### config.mk
export PLATFORM = sky130hd
export DESIGN_NAME = alu_operand_sequencer_flat
export DESIGN_NICKNAME = d
export VERILOG_FILES = /design/src/rtl/alu_operand_sequencer_pkg.sv /design/src/rtl/alu_operand_sequencer_if.sv /design/src/rtl/alu_operand_sequencer_btn_edge.sv /design/src/rtl/alu_operand_sequencer.sv /design/src/flat_wrapper.sv
export SDC_FILE = /design/constraint.sdc
export NUM_CORES = 1
export LEC_CHECK = 0
export BUFFER_PORTS_ARGS = -buffer_cell sky130_fd_sc_hd__clkbuf_2
export CORE_UTILIZATION = 49
export CTS_BUF_LIST = sky130_fd_sc_hd__clkbuf_4 sky130_fd_sc_hd__clkbuf_8 sky130_fd_sc_hd__clkbuf_16
export CTS_CLUSTER_SIZE = 10
export DETAILED_ROUTE_END_ITERATION = 10
export GPL_TIMING_DRIVEN = 0
export PLACE_DENSITY = 0.87
export SYNTH_ARGS = -nofsm -noshare
export SYNTH_HDL_FRONTEND = slang
export SYNTH_SLANG_ARGS = --single-unit
### constraint.sdc
create_clock -name clk -period 1.8 [get_ports clk]
set_input_delay 0.45 -clock clk [delete_from_list [all_inputs] [get_ports clk]]
set_output_delay 0.45 -clock clk [all_outputs]
set_load 0.01 [all_outputs]
### src/rtl/alu_operand_sequencer_pkg.sv
// Shared definitions for the ALU operand sequencer.
//   DATA_W / OP_W : operand/result width and opcode width
//   OP_*          : opcodes understood by the combinational ALU
//   state_e       : sequencer FSM states (encoding visible on the debug LEDs)
//   op_is_valid() : true for the opcodes the ALU implements
package alu_operand_sequencer_pkg;

    localparam int unsigned DATA_W = 8;
    localparam int unsigned OP_W   = 6;

    localparam logic [OP_W-1:0] OP_ADD = 6'b100000;
    localparam logic [OP_W-1:0] OP_SUB = 6'b100010;
    localparam logic [OP_W-1:0] OP_AND = 6'b100100;
    localparam logic [OP_W-1:0] OP_OR  = 6'b100101;
    localparam logic [OP_W-1:0] OP_XOR = 6'b100110;
    localparam logic [OP_W-1:0] OP_NOR = 6'b100111;
    localparam logic [OP_W-1:0] OP_SRA = 6'b000011;
    localparam logic [OP_W-1:0] OP_SRL = 6'b000010;

    typedef enum logic [2:0] {
        StWaitA  = 3'd0,
        StWaitB  = 3'd1,
        StWaitOp = 3'd2,
        StExec   = 3'd3,
        StDone   = 3'd4
    } state_e;

    function automatic logic op_is_valid(input logic [OP_W-1:0] op);
        case (op)
            OP_ADD, OP_SUB, OP_AND, OP_OR, OP_XOR, OP_NOR, OP_SRA, OP_SRL: return 1'b1;
            default: return 1'b0;
        endcase
    endfunction

endpackage

### src/rtl/alu_operand_sequencer_if.sv
// Board/ALU-facing bus of the operand sequencer.
//   master : board I/O + ALU side (drives switches, buttons, ALU result)
//   slave  : the sequencer (drives ALU operands, result, status)
//   i_sw, i_btn_a/b/op : shared switch bus and load buttons (asynchronous)
//   i_alu_z            : combinational ALU result
//   o_alu_a/b/op       : registered ALU operands and opcode
//   o_result, o_valid, o_err, o_state : held result, status flags, FSM state
interface alu_operand_sequencer_if;
    import alu_operand_sequencer_pkg::*;

    logic [DATA_W-1:0] i_sw;
    logic              i_btn_a;
    logic              i_btn_b;
    logic              i_btn_op;
    logic [DATA_W-1:0] i_alu_z;
    logic [DATA_W-1:0] o_alu_a;
    logic [DATA_W-1:0] o_alu_b;
    logic [OP_W-1:0]   o_alu_op;
    logic [DATA_W-1:0] o_result;
    logic              o_valid;
    logic              o_err;
    logic [2:0]        o_state;

    modport master (
        output i_sw, i_btn_a, i_btn_b, i_btn_op, i_alu_z,
        input  o_alu_a, o_alu_b, o_alu_op, o_result, o_valid, o_err, o_state
    );

    modport slave (
        input  i_sw, i_btn_a, i_btn_b, i_btn_op, i_alu_z,
        output o_alu_a, o_alu_b, o_alu_op, o_result, o_valid, o_err, o_state
    );

endinterface

### src/rtl/alu_operand_sequencer_btn_edge.sv
// Button conditioner: 2-flop synchronizer followed by a rising-edge detector.
//   clk, reset : system clock, asynchronous active-high reset
//   btn        : raw asynchronous button level
//   pulse      : one-cycle pulse, high in the cycle after the 2nd sync edge
module alu_operand_sequencer_btn_edge (
    input  logic clk,
    input  logic reset,
    input  logic btn,
    output logic pulse
);

    logic sync1_q;
    logic sync2_q;
    logic prev_q;

    always_ff @(posedge clk or posedge reset) begin
        if (reset) begin
            sync1_q <= 1'b0;
            sync2_q <= 1'b0;
            prev_q  <= 1'b0;
        end else begin
            sync1_q <= btn;
            sync2_q <= sync1_q;
            prev_q  <= sync2_q;
        end
    end

    // A held button gives one pulse; a re-press needs the level to drop through the sync chain.
    assign pulse = sync2_q & ~prev_q;

endmodule

### src/rtl/alu_operand_sequencer.sv
// Sequences a combinational ALU from shared board inputs: A, B and opcode are captured
// from the switch bus on three button presses, one EXEC cycle runs, and Z is held.
//   clk   : system clock (rising edge)
//   reset : asynchronous active-high reset; abandons any sequence in progress
//   bus   : alu_operand_sequencer_if.slave (switches, buttons, ALU operands/result, status)
module alu_operand_sequencer
    import alu_operand_sequencer_pkg::*;
(
    input logic                    clk,
    input logic                    reset,
    alu_operand_sequencer_if.slave bus
);

    logic pulse_a;
    logic pulse_b;
    logic pulse_op;

    alu_operand_sequencer_btn_edge u_btn_a (
        .clk  (clk),
        .reset(reset),
        .btn  (bus.i_btn_a),
        .pulse(pulse_a)
    );

    alu_operand_sequencer_btn_edge u_btn_b (
        .clk  (clk),
        .reset(reset),
        .btn  (bus.i_btn_b),
        .pulse(pulse_b)
    );

    alu_operand_sequencer_btn_edge u_btn_op (
        .clk  (clk),
        .reset(reset),
        .btn  (bus.i_btn_op),
        .pulse(pulse_op)
    );

    state_e            state_q;
    logic [DATA_W-1:0] a_q;
    logic [DATA_W-1:0] b_q;
    logic [OP_W-1:0]   op_q;
    logic [DATA_W-1:0] result_q;
    logic              valid_q;
    logic              err_q;

    // Pulses not expected by the current state are dropped, never queued.
    always_ff @(posedge clk or posedge reset) begin
        if (reset) begin
            state_q  <= StWaitA;
            a_q      <= '0;
            b_q      <= '0;
            op_q     <= '0;
            result_q <= '0;
            valid_q  <= 1'b0;
            err_q    <= 1'b0;
        end else begin
            case (state_q)
                StWaitA: begin
                    if (pulse_a) begin
                        a_q     <= bus.i_sw;
                        state_q <= StWaitB;
                    end
                end
                StWaitB: begin
                    if (pulse_b) begin
                        b_q     <= bus.i_sw;
                        state_q <= StWaitOp;
                    end
                end
                StWaitOp: begin
                    if (pulse_op) begin
                        op_q    <= bus.i_sw[OP_W-1:0];
                        state_q <= StExec;
                    end
                end
                StExec: begin
                    result_q <= op_is_valid(op_q) ? bus.i_alu_z : '0;
                    err_q    <= ~op_is_valid(op_q);
                    valid_q  <= 1'b1;
                    state_q  <= StDone;
                end
                StDone: begin
                    // Result stays on the LEDs until the next EXEC; only the flags clear.
                    if (pulse_a) begin
                        a_q     <= bus.i_sw;
                        valid_q <= 1'b0;
                        err_q   <= 1'b0;
                        state_q <= StWaitB;
                    end
                end
                default: state_q <= StWaitA;
            endcase
        end
    end

    assign bus.o_alu_a  = a_q;
    assign bus.o_alu_b  = b_q;
    assign bus.o_alu_op = op_q;
    assign bus.o_result = result_q;
    assign bus.o_valid  = valid_q;
    assign bus.o_err    = err_q;
    assign bus.o_state  = state_q;

endmodule

### src/flat_wrapper.sv
// flat-port wrapper written by rule: the top's interface ports become plain ports
module alu_operand_sequencer_flat import alu_operand_sequencer_pkg::*;
  (clk, reset, bus_i_sw, bus_i_btn_a, bus_i_btn_b, bus_i_btn_op, bus_i_alu_z, bus_o_alu_a, bus_o_alu_b, bus_o_alu_op, bus_o_result, bus_o_valid, bus_o_err, bus_o_state);
  alu_operand_sequencer_if bus_i ();
  input logic clk;
  input logic reset;
  input wire logic [$bits(bus_i.i_sw)-1:0] bus_i_sw;
  input wire logic [$bits(bus_i.i_btn_a)-1:0] bus_i_btn_a;
  input wire logic [$bits(bus_i.i_btn_b)-1:0] bus_i_btn_b;
  input wire logic [$bits(bus_i.i_btn_op)-1:0] bus_i_btn_op;
  input wire logic [$bits(bus_i.i_alu_z)-1:0] bus_i_alu_z;
  output wire logic [$bits(bus_i.o_alu_a)-1:0] bus_o_alu_a;
  output wire logic [$bits(bus_i.o_alu_b)-1:0] bus_o_alu_b;
  output wire logic [$bits(bus_i.o_alu_op)-1:0] bus_o_alu_op;
  output wire logic [$bits(bus_i.o_result)-1:0] bus_o_result;
  output wire logic [$bits(bus_i.o_valid)-1:0] bus_o_valid;
  output wire logic [$bits(bus_i.o_err)-1:0] bus_o_err;
  output wire logic [$bits(bus_i.o_state)-1:0] bus_o_state;
  assign bus_i.i_sw = bus_i_sw;
  assign bus_i.i_btn_a = bus_i_btn_a;
  assign bus_i.i_btn_b = bus_i_btn_b;
  assign bus_i.i_btn_op = bus_i_btn_op;
  assign bus_i.i_alu_z = bus_i_alu_z;
  assign bus_o_alu_a = bus_i.o_alu_a;
  assign bus_o_alu_b = bus_i.o_alu_b;
  assign bus_o_alu_op = bus_i.o_alu_op;
  assign bus_o_result = bus_i.o_result;
  assign bus_o_valid = bus_i.o_valid;
  assign bus_o_err = bus_i.o_err;
  assign bus_o_state = bus_i.o_state;
  alu_operand_sequencer u_core (.clk(clk), .reset(reset), .bus(bus_i));
endmodule
== After elaboration in Yosys (flattened, before gate mapping) ==
Index checks and enable logic that the tools add are counted.

* Bits in registers: 44
* Input port bits: 21
* Output and inout bits: 35

* Eq/ne operators: 16
* Mux-type cells: 10
* Bitwise operators: 7
* Reductions and logical operators: 9

{| class="wikitable"
|+ Operator list
! operator !! number
|-
| $eq A6 B6 Y1 const B || 6
|-
| $eq A6 B2 Y1 const B || 2
|-
| $pmux W3 S4 || 1
|-
| $mux W3 || 3
|-
| $mux W8 || 1
|-
| $ne A2 B1 Y1 const B || 4
|-
| $reduce_and A2 Y1 || 4
|-
| $reduce_or A8 Y1 || 1
|-
| $eq A3 B2 Y1 const B || 2
|-
| $not A1 Y1 || 4
|-
| $pmux W1 S2 || 2
|-
| $and A1 B1 Y1 || 3
|-
| $eq A3 B1 Y1 const B || 1
|-
| $eq A3 B3 Y1 const B || 1
|-
| $logic_not A3 Y1 || 1
|-
| $mux W1 || 3
|-
| $reduce_and A3 Y1 || 1
|-
| $reduce_bool A2 Y1 || 1
|-
| $reduce_or A2 Y1 || 1
|}

== Depth between registers and ports, before layout ==
Gate-level depths: netlist of the first run.

* Depth after elaboration: 6
* Depth in mapped cells: 5
* Depth with buffers taken out: 4

== By module ==
Synthesis of the first run repeated with hierarchy kept, for this count alone.

* Cell total of the unflattened synthesis: 124
* Area total of the unflattened synthesis: 1,702.9 µm²

{| class="wikitable"
|+ By module, submodules not included
! module !! times used !! cells each !! area each (µm²)
|-
| alu_operand_sequencer || 1 || 109 || 1,425.1
|-
| alu_operand_sequencer_btn_edge || 3 || 5 || 92.6
|}

== Worst setup path before layout of the first run ==
No wires, ideal clock.

* Path type: register to register
* Start: register u_core.state_q[2], in the netlist u_core.bus.o_state[2]
* End: register u_core.b_q[0], in the netlist u_core.bus.o_alu_b[0]
* Setup time: 125 ps
* Arrival time: 1,412 ps
* Path slack: 263 ps
* Stages on the path, launching flop included: 4
* Buffers on the path: 1
* Clock period less this slack: 1,537 ps
* Path through: dfrtp_1 -> buf_2 -> nor4b_4 -> mux2_2

* Word-level cells in the longest chain between the ends: 2

{| class="wikitable"
|+ RTL lines
! element !! RTL line !! source
|-
| start: declaration || alu_operand_sequencer.sv:39 || <nowiki>state_e state_q;</nowiki>
|-
| start signal: assignment || alu_operand_sequencer.sv:50 || <nowiki>state_q <= StWaitA;</nowiki>
|-
| start signal: assignment || alu_operand_sequencer.sv:62 || <nowiki>state_q <= StWaitB;</nowiki>
|-
| start signal: assignment || alu_operand_sequencer.sv:68 || <nowiki>state_q <= StWaitOp;</nowiki>
|-
| $eq A3 B1 Y1 || alu_operand_sequencer.sv:58 || <nowiki>case (state_q)</nowiki>
|-
| $reduce_and A2 Y1 (no line) || - ||
|-
| end signal: assignment || alu_operand_sequencer.sv:67 || <nowiki>b_q <= bus.i_sw;</nowiki>
|-
| end: declaration || alu_operand_sequencer.sv:41 || <nowiki>logic [DATA_W-1:0] b_q;</nowiki>
|}

No other way between the ends.
A chain may end at the register's enable or synchronous reset.

== Worst setup path after layout of the first run ==
* Start: register u_core.state_q[2], in the netlist u_core.bus.o_state[2]
* End: register u_core.b_q[2], in the netlist u_core.bus.o_alu_b[2]

Same word-level chain as after synthesis.

==> summary.md, run 1 <==
| Metric | Value |
|---|---|
| Worst Setup Start Kind | `flip-flop` |
| Largest family of logic cells by synthesized area | `multiplexers` |
| Number of synthesized register bits | `44` |
| Metal-1 WL | `1.26 mm` |
| Hold WS | `0.209 ns` |
| Combinational Power Share | `36.9%` |
| Vias/cell | `4.93` |
| Clk Latency, worst-skew pair | `0.35 ns` |
| Die width | `60.3 µm` |
| Post-CTS setup buffers | `0` |
| Tmin final | `1.72 ns` |
| Compound-Gate Fraction of Synth Area | `4.51%` |
| Critical Path Sink Type | `flip-flop` |
| Die footprint | `3630 µm²` |
| Crit path from | `u_core.bus.o_state[2]` |
| Max-Cap Viols | `0` |
| Clk pwr share | `17.1%` |
| Most common cell after layout, fill and taps aside | `clkbuf_2` |
| Pins over their slew limit | `0` |
| CTS root buffer | `clkbuf_4` |
| CTS Sinks | `44` |
| Simple-Gate Fraction of Synth Area | `12.4%` |
| Int Power | `2.31 mW` |
| Detailed Place HPWL | `2.20 mm` |
| Initial antenna violation count | `0` |
| Crit path capture | `u_core.bus.o_alu_b[2]` |
| Crit-path max FO | `9` |
| Sw Ratio | `33.5%` |
| Syn Nets | `144` |
| WL/cell | `12.8 µm` |
| Worst-Margin Slew | `0.860 ns` |
| Clock buffer count from CTS | `5` |
| Clock Pin Slew Worst Setup and Hold Paths | `0.11 ns` |
| Final net count | `206` |
| Cts hold-fix bufs | `0` |
| Reg power frac | `46.0%` |
| Worst R2R Start | `u_core.bus.o_state[2]` |
| P_sw | `1.17 mW` |
| Run status | `finished, final reports clean` |
| Post-synthesis mux area share | `14.9%` |
| Reg2Reg Capture Point | `u_core.bus.o_alu_b[2]` |
| Tot GR Track Use | `18.5%` |
| P per Cell Area | `1680 nW/µm²` |
| Drc violations | `0` |
| Vert. Die Dim | `60.3 µm` |
| CTS Buffer Depth | `2` |
| Pleak | `1.02 nW` |
| Met2 Routed Length | `1.39 mm` |
| Wirelength, routed | `2.95 mm` |
| Total grt overflow | `0` |
| Synth Area in Adders | `0%` |
| DR vias | `1134` |
| CP required | `2.04 ns` |
| Mean Syn Cell Area | `13.5 µm²` |
| Largest net degree at the start of global routing | `45` |
| Row cnt | `20` |
| Post-route antenna net violation count | `0` |
| Setup violations, final | `0` |
| RSZ-0062 raised after global routing | `no` |
| CTS tree | `yes` |
| CP arrival | `1.96 ns` |
| Tcrit/Tclk final | `95.5%` |
| Clock H-tree levels | `2` |
| First-pass GRT wire length | `4.69 mm` |
| Routed wl met3 | `256 µm` |
| Xor-xnor portion of the synthesized cell area | `0%` |
| Worst vdd ir | `0.897 mV` |
| I/O pin cnt | `56` |
| Synth Cell Area | `1660 µm²` |
| Setup clock skew after layout | `0.0132 ns` |
| Mapped Cells | `123` |
| Vias in the first global route | `1078` |
| Drt first pass iters | `4` |
| Slew margin rel. | `42.6%` |
| Seq/Total Area, Yosys | `66.2%` |
| Commonest cells after routing, fill and taps aside | `55 x clkbuf_2, 44 x dfrtp_1, 22 x mux2_2` |
| Syn. warnings | `0` |
| Antenna cells | `0` |
| Initial DRC Count | `43` |
| Post-cts sizing count | `0` |
| Fillers | `243` |
| Port bufs | `55` |
| Distinct cells, synth | `21` |
| Setup TNS | `0 ns` |
| R2r setup slk | `0.08 ns` |
| Fmax | `582 MHz` |
| Critical Setup Path Class | `reg2reg` |
| Highest metal used | `met4` |
| Core area | `3130 µm²` |
| Worst reg2reg path depth | `3` |
| Share of layout cells above drive strength 1 | `49.5%` |
| Initial Utilization | `53.2%` |
| Placer Congestion | `0.725` |
| HP Class | `in2reg` |
| Hold Fails Final Rpt | `0` |
| Area growth syn-to-layout | `24.7%` |
-- kinds of logic after synthesis --
family	Yosys count
mux	22
buf+inv	6
flops	44
simple gates	37
compound gates	14
-- layout make-up --
cell class                      instances  area [µm²]  area share, %
Multi-Input combinational cell         73         529           25.5
Clock inverter                          2        35.0           1.69
Timing Repair Buffer                   55         275           13.3
Tap cell                               44        55.1           2.66
Inverter                                1        3.75          0.181
Clock buffer                            6        45.0           2.17
Buffer                                  5        28.8           1.39
Sequential cell                        44        1100           53.1
-- cells in the mapped netlist --
master,number,share of area [%]
or2_2,1,0.38
nor2_1,5,1.1
a21oi_1,3,0.90
a21o_1,1,0.45
nand2_1,18,4.1
nor3_4,1,0.98
nor3b_1,2,0.90
dfrtp_1,44,66
buf_6,1,0.68
o21ai_0,9,2.7
nand2b_1,3,1.1
buf_2,2,0.60
and3b_1,1,0.53
nand3_1,2,0.60
nor4b_4,1,1.4
nand3b_1,2,0.90
clkbuf_1,2,0.45
mux2_2,22,15
inv_1,1,0.23
or3_1,1,0.38
a22oi_1,1,0.45
-- worst min-delay path by stage --
stage | from | to | slack (ns) | cells after the start
floorplan | u_core.u_btn_a.sync1_q | u_core.u_btn_a.sync2_q | 0.33 | 0
detailed placement | u_core.u_btn_b.sync1_q | u_core.u_btn_b.sync2_q | 0.34 | 0
finish | bus_i_btn_a | u_core.u_btn_a.sync1_q | 0.21 | 1
global placement | u_core.u_btn_a.sync1_q | u_core.u_btn_a.sync2_q | 0.33 | 0
global route | bus_i_btn_b | u_core.u_btn_b.sync1_q | 0.17 | 1
CTS | bus_i_btn_a | u_core.u_btn_a.sync1_q | 0.19 | 1
-- registers in the layout, summed over array words and instances (netlist names), 3 cells and up --
signal	cells
u_core.bus.o_result	8
u_core.bus.o_alu_a	8
u_core.bus.o_alu_b	8
u_core.bus.o_alu_op	6
u_core.bus.o_state	3
-- worst max-delay path, stage by stage, from the launching register on --
cell and delay, ns:
dfrtp_1 0.40, buf_2 0.18, nor4b_4 0.63, mux2_2 0.41
-- per-stage QoR --
step	setup slack [ns]	utilization, %	power (mW)	cells	area (µm²)
floorplan	0.263	-	2.37	123	1660
global placement	-0.0674	63.7	2.86	222	1990
detailed placement	0.0745	63.7	2.93	222	1990
CTS	0.0563	66.3	3.53	230	2070
global route	0.00424	66.3	3.72	230	2070
finish	0.0808	66.3	3.48	230	2070
-- layer usage --
metal  GRT usage [%]  up-vias
met5               0        -
li1                -      549
met3            7.79        6
met2            29.0       50
met4            6.98        0
met1            22.6      529
-- power by group through the flow --
stage	Combinational, mW	Clock, mW	Sequential [mW]
after floorplan	0.584	0	1.79
after global placement	1.26	0	1.60
after detailed placement	1.30	0	1.63
after CTS	1.30	0.614	1.61
after global routing	1.42	0.649	1.65
final	1.28	0.594	1.60
Note: power is estimated with default switching activity, not from simulation.
==> run 2: changes to the inputs <==
- BUFFER_PORTS_ARGS: -buffer_cell sky130_fd_sc_hd__clkbuf_2 -> not set
- DONT_BUFFER_PORTS: not set -> 1
- PLACE_DENSITY: 0.87 -> 0.73
==> summary.md, run 2 (same netlist as run 1, synthesis figures left out) <==
| Metric | Value |
|---|---|
| Critical Setup Path Class | `reg2reg` |
| Hold Fails Final Rpt | `0 (unchanged)` |
| Die footprint | `3630 µm² (unchanged)` |
| CTS tree | `yes` |
| Vert. Die Dim | `60.3 µm (unchanged)` |
| Int Power | `1.98 mW (-15%)` |
| P_sw | `1.07 mW (-8.1%)` |
| Clock Pin Slew Worst Setup and Hold Paths | `0.11 ns (about the same)` |
| Port bufs | `0 (-100%)` |
| WL/cell | `16.4 µm (+28%)` |
| Setup violations, final | `0 (unchanged)` |
| Total grt overflow | `0 (unchanged)` |
| HP Class | `in2reg` |
| Most common cell after layout, fill and taps aside | `dfrtp_1` |
| Die width | `60.3 µm (unchanged)` |
| CP arrival | `1.90 ns (-0.06 ns)` |
| Reg power frac | `60.7% (+15 points)` |
| Antenna cells | `0 (unchanged)` |
| Worst-Margin Slew | `0.884 ns (+0.0244 ns)` |
| Share of layout cells above drive strength 1 | `28.2% (-21 points)` |
| Total chip power | `3.05 mW (-12%)` |
| Hold WS | `0.131 ns (-0.0775 ns)` |
| Drc violations | `0 (unchanged)` |
| Area growth syn-to-layout | `8.43%` |
| Initial DRC Count | `36 (-16%)` |
| Crit-path max FO | `9 (unchanged)` |
| CP required | `2.03 ns (about the same)` |
| Fin area | `1800 µm² (-13%)` |
| Vias in the first global route | `975 (-9.6%)` |
| Core area | `3130 µm² (unchanged)` |
| Clk pwr share | `16.5% (-0.6 points)` |
| Tmin final | `1.67 ns (-0.0487 ns)` |
| Final net count | `152 (-26%)` |
| Setup clock skew after layout | `0.00713 ns (-0.00608 ns)` |
| P per Cell Area | `1690 nW/µm² (+0.77%)` |
| Clock buffer count from CTS | `5 (unchanged)` |
| Fillers | `278 (+14%)` |
| CTS Buffer Depth | `2 (unchanged)` |
| Cts hold-fix bufs | `0 (unchanged)` |
| RSZ-0062 raised after global routing | `no` |
| Tot GR Track Use | `17.1% (-1.4 points)` |
| Tcrit/Tclk final | `92.8% (-2.7 points)` |
| Initial Utilization | `53.2% (unchanged)` |
| Max-Cap Viols | `0 (unchanged)` |
| Row cnt | `20 (unchanged)` |
| Initial antenna violation count | `0 (unchanged)` |
| Slew margin rel. | `40.9% (-1.6 points)` |
| Vias/cell | `5.33 (+8.0%)` |
| Combinational Power Share | `22.7% (-14 points)` |
| Detailed Place HPWL | `2.04 mm (-7.1%)` |
| Placer Congestion | `0.694 (-4.2%)` |
| Critical Path Sink Type | `flip-flop` |
| CTS root buffer | `clkbuf_4` |
| DR vias | `932 (-18%)` |
| I/O pin cnt | `56 (unchanged)` |
| Clock H-tree levels | `2 (unchanged)` |
| Worst Setup Start Kind | `flip-flop` |
| Commonest cells after routing, fill and taps aside | `44 x dfrtp_1, 22 x mux2_2, 18 x nand2_1` |
| First-pass GRT wire length | `4.28 mm (-8.7%)` |
| CTS Sinks | `44 (unchanged)` |
| Fmax | `599 MHz (+2.9%)` |
| Sw Ratio | `35.2% (+1.6 points)` |
| Wirelength, routed | `2.86 mm (-2.8%)` |
| Pins over their slew limit | `0 (unchanged)` |
| Post-route antenna net violation count | `0 (unchanged)` |
| Clk Latency, worst-skew pair | `0.34 ns (about the same)` |
| Run status | `finished, final reports clean` |
| Drt first pass iters | `4 (unchanged)` |
| Largest net degree at the start of global routing | `45 (unchanged)` |
| Worst vdd ir | `0.800 mV (-11%)` |
| Dpl cell area | `1720 µm² (-14%)` |
| Pleak | `0.785 nW (-23%)` |
-- run 2: cell types whose count changed in the layout (fill, tap and decap cells not counted) --
cell       delta
clkinv_2      -1
buf_12        +1
clkbuf_2     -55
bufinv_16     -1
clkbuf_4      -1
clkbuf_8      +2
-- run 2: stage by stage --
| step | std cells | setup TNS, ns | utilization (%) | worst slack (ns) |
|---|---|---|---|---|
| final | 175 | 0 | 57.6 | 0.129 |
| after global routing | 175 | 0 | 57.6 | 0.0104 |
| after CTS | 175 | 0 | 57.6 | 0.0872 |
| after detailed placement | 167 | 0 | 54.9 | 0.0232 |
| after global placement | 167 | -0.202 | 54.9 | -0.00613 |
| after floorplan | 123 | 0 | - | 0.263 |
-- run 2: timing repair --
action / CTS / global route
endpoints found under the setup margin: 5 / 0
resized for setup: 0 / 0
setup buffers: 1 / 0
-- run 2: cell type report --
type / count / area, µm² / area share (%)
plain buffers: 5 / 28.8 / 1.60
clock buffers: 7 / 65.1 / 3.61
inverters: 1 / 3.75 / 0.208
multi-input cells: 73 / 529 / 29.4
flip-flops and latches: 44 / 1100 / 61.1
well taps: 44 / 55.1 / 3.05
repair buffers: 1 / 20.0 / 1.11
-- run 2: power by group through the flow --
| stage | Clock [mW] | Sequential (mW) | Combinational, mW |
|---|---|---|---|
| finish | 0.504 | 1.85 | 0.693 |
| global route | 0.569 | 1.91 | 0.770 |
| CTS | 0.527 | 1.86 | 0.705 |
| detailed placement | 0 | 1.89 | 0.689 |
| global placement | 0 | 1.86 | 0.649 |
| floorplan | 0 | 1.79 | 0.584 |
-- run 2: worst max-delay path: stages, from the launching register on --
cell	delay [ns]
dfrtp_1	0.43
buf_2	0.20
nor3b_1	0.26
nand3b_1	0.30
mux2_2	0.36
-- run 2: path summary, 6_finish.rpt --
| kind | slack (ns) | startpoint | depth (start not counted) | end |
|---|---|---|---|---|
| setup / recovery | 0.13 | u_core.bus.o_state[2] | 4 | u_core.bus.o_alu_op[1] |
| hold / removal | 0.13 | bus_i_btn_op | 0 | u_core.u_btn_op.sync1_q |
| setup reg to reg | 0.13 | u_core.bus.o_state[2] | 4 | u_core.bus.o_alu_op[1] |
| hold reg to reg | 0.36 | u_core.u_btn_b.sync1_q | 0 | u_core.u_btn_b.sync2_q |
| max in group asynchronous | 1.09 | reset | 1 | u_core.bus.o_alu_b[4] |
| min in group asynchronous | 0.17 | reset | 1 | u_core.u_btn_op.sync2_q |
-- run 2: per-layer routing --
layer	share of wire, %	GRT usage [%]	vias up
met5	0	0	-
met4	0.80	5.98	0
met3	11	7.58	4
met2	51	30.8	46
met1	37	17.3	452
li1	-	-	430
==> run 3: changes to the inputs <==
- CELL_PAD_IN_SITES_DETAIL_PLACEMENT: not set -> 0
- CELL_PAD_IN_SITES_GLOBAL_PLACEMENT: not set -> 1
- CORE_MARGIN: not set -> 4
- CORE_UTILIZATION: 49 -> 47
- PLACE_DENSITY: 0.73 -> 0.84
==> summary.md, run 3 (same netlist as run 1, synthesis figures left out) <==
| Metric | Value |
|---|---|
| I/O pin cnt | `56 (unchanged)` |
| CTS Buffer Depth | `2 (unchanged)` |
| CP arrival | `1.87 ns (-0.03 ns)` |
| Initial Utilization | `49.1% (-4.1 points)` |
| Post-route antenna net violation count | `0 (unchanged)` |
| CTS root buffer | `clkbuf_4` |
| Clock buffer count from CTS | `5 (unchanged)` |
| Pleak | `0.803 nW (+2.3%)` |
| Worst Setup Start Kind | `flip-flop` |
| Placer Congestion | `0.659 (-5.0%)` |
| Clk Latency, worst-skew pair | `0.35 ns (about the same)` |
| Core area | `3390 µm² (+8.4%)` |
| Tot GR Track Use | `15.0% (-2.1 points)` |
| Tcrit/Tclk final | `90.1% (-2.7 points)` |
| Wirelength, routed | `3.06 mm (+6.8%)` |
| Hold WS | `0.115 ns (-0.0158 ns)` |
| Fillers | `295 (+6.1%)` |
| Critical Path Sink Type | `flip-flop` |
| DR vias | `954 (+2.4%)` |
| Setup clock skew after layout | `0.00824 ns (+0.00112 ns)` |
| Clock Pin Slew Worst Setup and Hold Paths | `0.13 ns (+0.02 ns)` |
| Share of layout cells above drive strength 1 | `29.9% (+1.6 points)` |
| Total grt overflow | `0 (unchanged)` |
| Slew margin rel. | `40.5% (-0.43 points)` |
| Vias in the first global route | `1081 (+11%)` |
| Max-Cap Viols | `0 (unchanged)` |
| Initial DRC Count | `33 (-8.3%)` |
| Final net count | `154 (+1.3%)` |
| CP required | `2.05 ns (+0.02 ns)` |
| Row cnt | `21 (+5.0%)` |
| Vert. Die Dim | `67.5 µm (+12%)` |
| Tmin final | `1.62 ns (-0.0479 ns)` |
| CTS Sinks | `44 (unchanged)` |
| HP Class | `in2reg` |
| Post-layout util | `54.1% (-3.6 points)` |
| WL/cell | `17.0 µm (+3.8%)` |
| Drc violations | `0 (unchanged)` |
| Cts hold-fix bufs | `0 (unchanged)` |
| Antenna cells | `0 (unchanged)` |
| Vias/cell | `5.30 (-0.48%)` |
| Run status | `finished, final reports clean` |
| Clock H-tree levels | `2 (unchanged)` |
| Initial antenna violation count | `0 (unchanged)` |
| Hold Fails Final Rpt | `0 (unchanged)` |
| Fmax | `616 MHz (+3.0%)` |
| Die width | `67.5 µm (+12%)` |
| Setup violations, final | `0 (unchanged)` |
| CTS tree | `yes` |
| Critical Setup Path Class | `reg2reg` |
| Commonest cells after routing, fill and taps aside | `44 x dfrtp_1, 22 x mux2_2, 18 x nand2_1` |
| Post-cts sizing count | `0 (unchanged)` |
| Worst vdd ir | `0.867 mV (+8.4%)` |
| Drt first pass iters | `3 (-1)` |
| First-pass GRT wire length | `4.93 mm (+15%)` |
| Port bufs | `0 (unchanged)` |
| P per Cell Area | `1740 nW/µm² (+3.0%)` |
| Worst-Margin Slew | `0.891 ns (+0.00643 ns)` |
| RSZ-0062 raised after global routing | `no` |
| Die footprint | `4550 µm² (+25%)` |
| Largest net degree at the start of global routing | `45 (unchanged)` |
| Area growth syn-to-layout | `10.2%` |
| Crit-path max FO | `10 (+1)` |
| Pins over their slew limit | `0 (unchanged)` |
| Detailed Place HPWL | `2.20 mm (+7.7%)` |
| Most common cell after layout, fill and taps aside | `dfrtp_1` |
[run 3: metrics by stage]
stage	TNS, ns	power, mW	setup slack [ns]	instance area (µm²)	cells
floorplan	0	2.37	0.263	1660	123
global placement	-1.93	2.53	-0.0452	1720	169
detailed placement	0	2.59	0.0201	1720	169
CTS	0	3.24	0.0175	1810	177
global route	0	3.44	0.0348	1830	180
finish	0	3.19	0.177	1830	180
[run 3: worst paths after layout]
path                                              start                      end  slack (ns)  depth (start not counted)
worst max-delay path              u_core.bus.o_state[0]    u_core.bus.o_alu_a[4]        0.18                          3
worst min-delay path                       bus_i_btn_op  u_core.u_btn_op.sync1_q        0.12                          0
max in group asynchronous                         reset    u_core.bus.o_state[2]        1.10                          1
worst max register to register    u_core.bus.o_state[0]    u_core.bus.o_alu_a[4]        0.18                          3
min in group asynchronous                         reset    u_core.bus.o_alu_b[5]        0.15                          1
worst min register to register  u_core.u_btn_op.sync1_q  u_core.u_btn_op.sync2_q        0.36                          0
[run 3: final cells by class]
cell class | instances | area, µm² | share of cell area (%)
repair buffers | 3 | 22.5 | 1.23
multi-input cells | 73 | 529 | 28.9
clock inverters | 2 | 38.8 | 2.12
flip-flops and latches | 44 | 1100 | 60.1
plain buffers | 5 | 28.8 | 1.57
well taps | 46 | 57.6 | 3.14
inverters | 1 | 3.75 | 0.205
clock buffers | 6 | 51.3 | 2.80
[run 3: power by group]
| part | switching (mW) | internal (mW) |
|---|---|---|
| Combinational | 0.319 | 0.371 |
| Clock | 0.312 | 0.333 |
| Sequential | 0.478 | 1.38 |
[run 3: critical path, stage by stage, from the launching register on]
cell and delay, ns:
dfrtp_1 0.43, buf_2 0.19, nor3_4 0.50, mux2_2 0.40
[run 3: layer usage]
layer	GRT usage [%]	vias up	wire length, µm
li1	-	439	-
met1	15.3	462	1050
met2	25.6	46	1560
met3	9.32	7	415
met4	3.80	0	35
met5	0	-	0
[run 3: repair_timing]
item                                    CTS  global route
buffers inserted                          0             3
endpoints found under the hold margin     0             0
endpoints found under the setup margin    0            12
